`config.mk`:
```
export PLATFORM = sky130hd
export DESIGN_NAME = serial_rx
export DESIGN_NICKNAME = d
export VERILOG_FILES = /design/src/rtl/serial_rx.sv
export SDC_FILE = /design/constraint.sdc
export NUM_CORES = 1
export LEC_CHECK = 0
export CORE_AREA = 2 2 52 54
export DETAILED_ROUTE_END_ITERATION = 10
export DIE_AREA = 0 0 54 56
export MAX_ROUTING_LAYER = met4
export PLACE_DENSITY = 0.75
export SYNTH_ARGS = -nofsm -noshare
export SYNTH_HDL_FRONTEND = slang
export SYNTH_SLANG_ARGS = --single-unit
```
`constraint.sdc`:
```
create_clock -name clk -period 1.65 [get_ports clk]
set_input_delay 0.33 -clock clk [delete_from_list [all_inputs] [get_ports clk]]
set_output_delay 0.33 -clock clk [all_outputs]
set_load 0.1 [all_outputs]
```
`src/rtl/serial_rx.sv`:
```
// 8N1 serial receiver: two-flop synchroniser, falling-edge start detection,
// mid-bit sampling, and a one-cycle valid / frame_err strobe per frame.
module serial_rx #(
  parameter int CLKS_PER_BIT = 16
) (
  input  logic       clk,
  input  logic       rst_n,
  input  logic       rx,
  output logic [7:0] data,
  output logic       valid,
  output logic       frame_err,
  output logic       busy
);

  localparam int CW = $clog2(CLKS_PER_BIT);
  localparam logic [CW-1:0] HALF = CW'(CLKS_PER_BIT / 2);
  localparam logic [CW-1:0] LAST = CW'(CLKS_PER_BIT - 1);

  typedef enum logic [1:0] {IDLE, START, DATA, STOP} state_t;

  state_t        state_reg, state_next;
  logic [CW-1:0] cnt_reg, cnt_next;
  logic [2:0]    bit_reg, bit_next;
  logic [7:0]    shift_reg, shift_next;
  logic [7:0]    data_reg, data_next;
  logic          valid_reg, valid_next;
  logic          ferr_reg, ferr_next;

  logic rx_meta, rx_s, rx_prev;

  // Synchroniser and edge-history flops idle high so reset never looks like a start edge.
  always_ff @(posedge clk or negedge rst_n) begin
    if (!rst_n) begin
      rx_meta <= 1'b1;
      rx_s    <= 1'b1;
      rx_prev <= 1'b1;
    end else begin
      rx_meta <= rx;
      rx_s    <= rx_meta;
      rx_prev <= rx_s;
    end
  end

  always_ff @(posedge clk or negedge rst_n) begin
    if (!rst_n) begin
      state_reg <= IDLE;
      cnt_reg   <= '0;
      bit_reg   <= '0;
      shift_reg <= '0;
      data_reg  <= '0;
      valid_reg <= 1'b0;
      ferr_reg  <= 1'b0;
    end else begin
      state_reg <= state_next;
      cnt_reg   <= cnt_next;
      bit_reg   <= bit_next;
      shift_reg <= shift_next;
      data_reg  <= data_next;
      valid_reg <= valid_next;
      ferr_reg  <= ferr_next;
    end
  end

  always_comb begin
    state_next = state_reg;
    cnt_next   = cnt_reg + 1'b1;
    bit_next   = bit_reg;
    shift_next = shift_reg;
    data_next  = data_reg;
    valid_next = 1'b0;
    ferr_next  = 1'b0;
    case (state_reg)
      IDLE: begin
        cnt_next = '0;
        if (rx_prev && !rx_s) begin
          state_next = START;
        end
      end
      START: begin
        // Half a bit in: the line must still be low or it was a glitch.
        if (cnt_reg == HALF) begin
          cnt_next   = '0;
          bit_next   = '0;
          state_next = rx_s ? IDLE : DATA;
        end
      end
      DATA: begin
        if (cnt_reg == LAST) begin
          cnt_next   = '0;
          shift_next = {rx_s, shift_reg[7:1]};
          if (bit_reg == 3'd7) begin
            state_next = STOP;
          end else begin
            bit_next = bit_reg + 3'd1;
          end
        end
      end
      STOP: begin
        if (cnt_reg == LAST) begin
          cnt_next   = '0;
          state_next = IDLE;
          if (rx_s) begin
            data_next  = shift_reg;
            valid_next = 1'b1;
          end else begin
            ferr_next = 1'b1;
          end
        end
      end
      default: begin
        state_next = IDLE;
      end
    endcase
  end

  always_comb begin
    busy      = (state_reg != IDLE);
    data      = data_reg;
    valid     = valid_reg;
    frame_err = ferr_reg;
  end

endmodule

```
==> reports/results.ini <==
[timing]
finalSetupTns_ns = 0
relSlewSlack_pct = 76.2
fin_skew_ns = 0.0115
worst_slack_ns = 0.0864
worstMarginPinSlew_ns = 0.358
period_share_pct = 94.8
fin_crit_ns = 1.56
fmax_mhz = 640
hold_violations = 0
slew_viol_final = 0
setup_violations = 0
rsz0062_at_grt = no

[global_route]
track_usage_pct = 18.6
grt_max_degree = 31
grt-ovfl-total = 0
grtUsageMet3_pct = 9.41
grt_pass1_vias = 858
grt.met2_usage_pct = 26.0
busiest_layer = met2
antenna_found_initial = 0
grt_use_met1_pct = 24.0
grt_pass1_wl_mm = 3.97

[worst_setup_path]
cp-startpoint = bit_reg[0]
critPathArrivalTime_ns = 1.79
endpoint = bit_reg[1]
r2r_setup_slack_ns = 0.09
path_cells = ha_1, ha_1, or4b_1, o311ai_1
crit_path_frequent_cell = ha_1
slowest_delay_ns = 0.51
r2r_start = bit_reg[0]
startpoint_type = flop
cp-end-kind = flop
slowest_stage = or4b_1
worstPathRequired_ns = 1.88
cp_max_fo = 4
reg2reg_to = bit_reg[1]
critPathKind = flop to flop
ff2ff_path_depth = 4

[floorplan]
die_x_um = 54
die_area_um2 = 3020
pin_count = 14
chipHeight_um = 56
rows = 18
start_util_pct = 52.2
coreArea_um2 = 2430

[layout]
area_delta_synth_final_pct = 36.2
final_util_pct = 71.1
nets = 133
fin_area_um2 = 1730
antenna_cells = 0
multi_input_area_um2 = 513
seq_area_um2 = 758
n_fill_cell = 184
drive_gt1_share_pct = 47.2

[placement]
finalWeightedCongestion = 0.778
placed_cell_area_um2 = 1570
port_buffers = 13
hpwl_mm = 1.49
dp_slack_ns = 0.0288

[pwr]
internal-power_mw = 1.27
leakage_nw = 0.807
swShare_pct = 34.5
seq_power_share_pct = 49.0
combPwrFrac_pct = 27.4
ir_worst_vdd_mv = 0.964
clkPwrFrac_pct = 23.6
total_power_mw = 1.94
switching_power_uw = 669
power_density_nw_per_um2 = 1120

[routing]
drc = 0
via_count = 851
wire_per_inst_um = 14.7
ant_nets = 0
dr.pass1.iters = 4
viasPerCell = 5.42
dr.first_iter.drc_count = 18
routed_wl_mm = 2.31

[worst_hold_path]
hp-class = flop to flop
hp-start = rx_meta

[cts]
cts.clk_slew.worst_paths_ns = 0.10
cts.sinks = 30
htreeDepth = 2
cts-root-buf = clkbuf_4
cts-buffers-inserted = 5
clkLatencyLatePin_ns = 0.32
cts_buffer_depth = 2
cts_tree = built

[logic_synthesis]
synth.distinct_cells = 30
syn_area_per_cell_um2 = 13.4
ys_warn_count = 0
yosysSeqAreaShare_pct = 59.4
syn_inst = 95
async_reset_ff_share_pct = 100
ys_ff_latch = 30
synth_edf_count = 0
yosys_most_used_dff = dfrtp_1
synth_nets = 102
netlist_area_um2 = 1270

[outcome]
run_status = finished clean

[job]
maxCapViolations = 0

==> layer usage <==
metal | part of all wire, % | vias up
met5 | 0 | -
met4 | 0.35 | 0
met3 | 3.7 | 2
met2 | 49 | 18
met1 | 47 | 421
li1 | - | 410
==> cell families (layout without fill, tap and decap cells) <==
kind of cell               count (synthesis)  after routing  synth area share (%)
buffers and inverters                     10             40                  3.15
AOI/OAI and AO/OA                         10             10                  5.91
xor gates and xnor gates                   1              1                 0.690
adders and majority gates                  4              4                  3.94
DFF                                       30             30                  59.4
and+or+nand+nor                           24             26                  12.7
muxes                                     16             16                  14.2
==> power groups by stage <==
stage	clock network, mW	registers [mW]	logic [mW]
floorplan	0	0.892	0.310
global placement	0	0.928	0.415
detailed placement	0	0.936	0.428
CTS	0.475	0.921	0.430
global route	0.527	0.962	0.588
finish	0.458	0.951	0.531
==> worst min-delay path by stage <==
| stage | endpoint | cells past startpoint |
|---|---|---|
| 6_report | rx_s | 0 |
| 5_1_grt | rx_s | 0 |
| 4_1_cts | bit_reg[0] | 2 |
| 3_5_place_dp | rx_s | 0 |
| 3_3_place_gp | rx_s | 0 |
| 2_1_floorplan | asynchronous set/reset pin | 0 |
==> synthesized netlist by cell type (all sizes together) (2+ instances only) <==
cell type,instances,area (um2)
mux2,16,180
nand2,4,15.0
buf,2,10.0
nor3,3,15.0
inv,7,26.3
nand3,5,25.0
nor2,5,33.8
dfrtp,27,676
o311ai,2,17.5
ha,4,50.1
dfstp,3,78.8
==> worst max-delay path: cells and delay by family, from the launching register on <==
kind / cells / cell delay (ns)
DFF: 1 / 0.43
adders and majority gates: 2 / 0.43
and+or+nand+nor: 1 / 0.51
AOI/OAI and AO/OA: 1 / 0.10
==> repair_timing <==
action	4_1_cts	5_1_grt
hold buffers	0	0
endpoints found under the setup margin	0	17
setup buffers	0	7
gates resized for setup	0	6
==> area by class of cell <==
| class | count | share of cell area (%) |
|---|---|---|
| Sequential cell | 30 | 43.8 |
| Multi-Input combinational cell | 57 | 29.7 |
| Timing Repair Buffer | 25 | 19.1 |
| Clock buffer | 6 | 2.97 |
| Tap cell | 30 | 2.17 |
| Inverter | 7 | 1.52 |
| Clock inverter | 2 | 0.724 |
==> cell usage in the layout, fill, tap and decap left out, types with 2 or more instances in the layout <==
cell type	n
nor2_4	2
inv_1	7
dfstp_2	3
nand2_1	4
ha_1	3
dfrtp_2	3
dfrtp_1	24
buf_12	11
nor3_1	3
nor2_1	3
nand3_1	5
mux2_2	16
clkdlybuf4s50_1	2
clkbuf_4	5
buf_4	12
==> through the flow <==
stage / std cells / hold WS, ns
5_1_grt: 157 / 0.372
6_report: 157 / 0.362
2_1_floorplan: 95 / 0.0344
4_1_cts: 148 / 0.366
3_5_place_dp: 140 / 0.353
3_3_place_gp: 140 / 0.346
(Power assumes the default switching activity.)
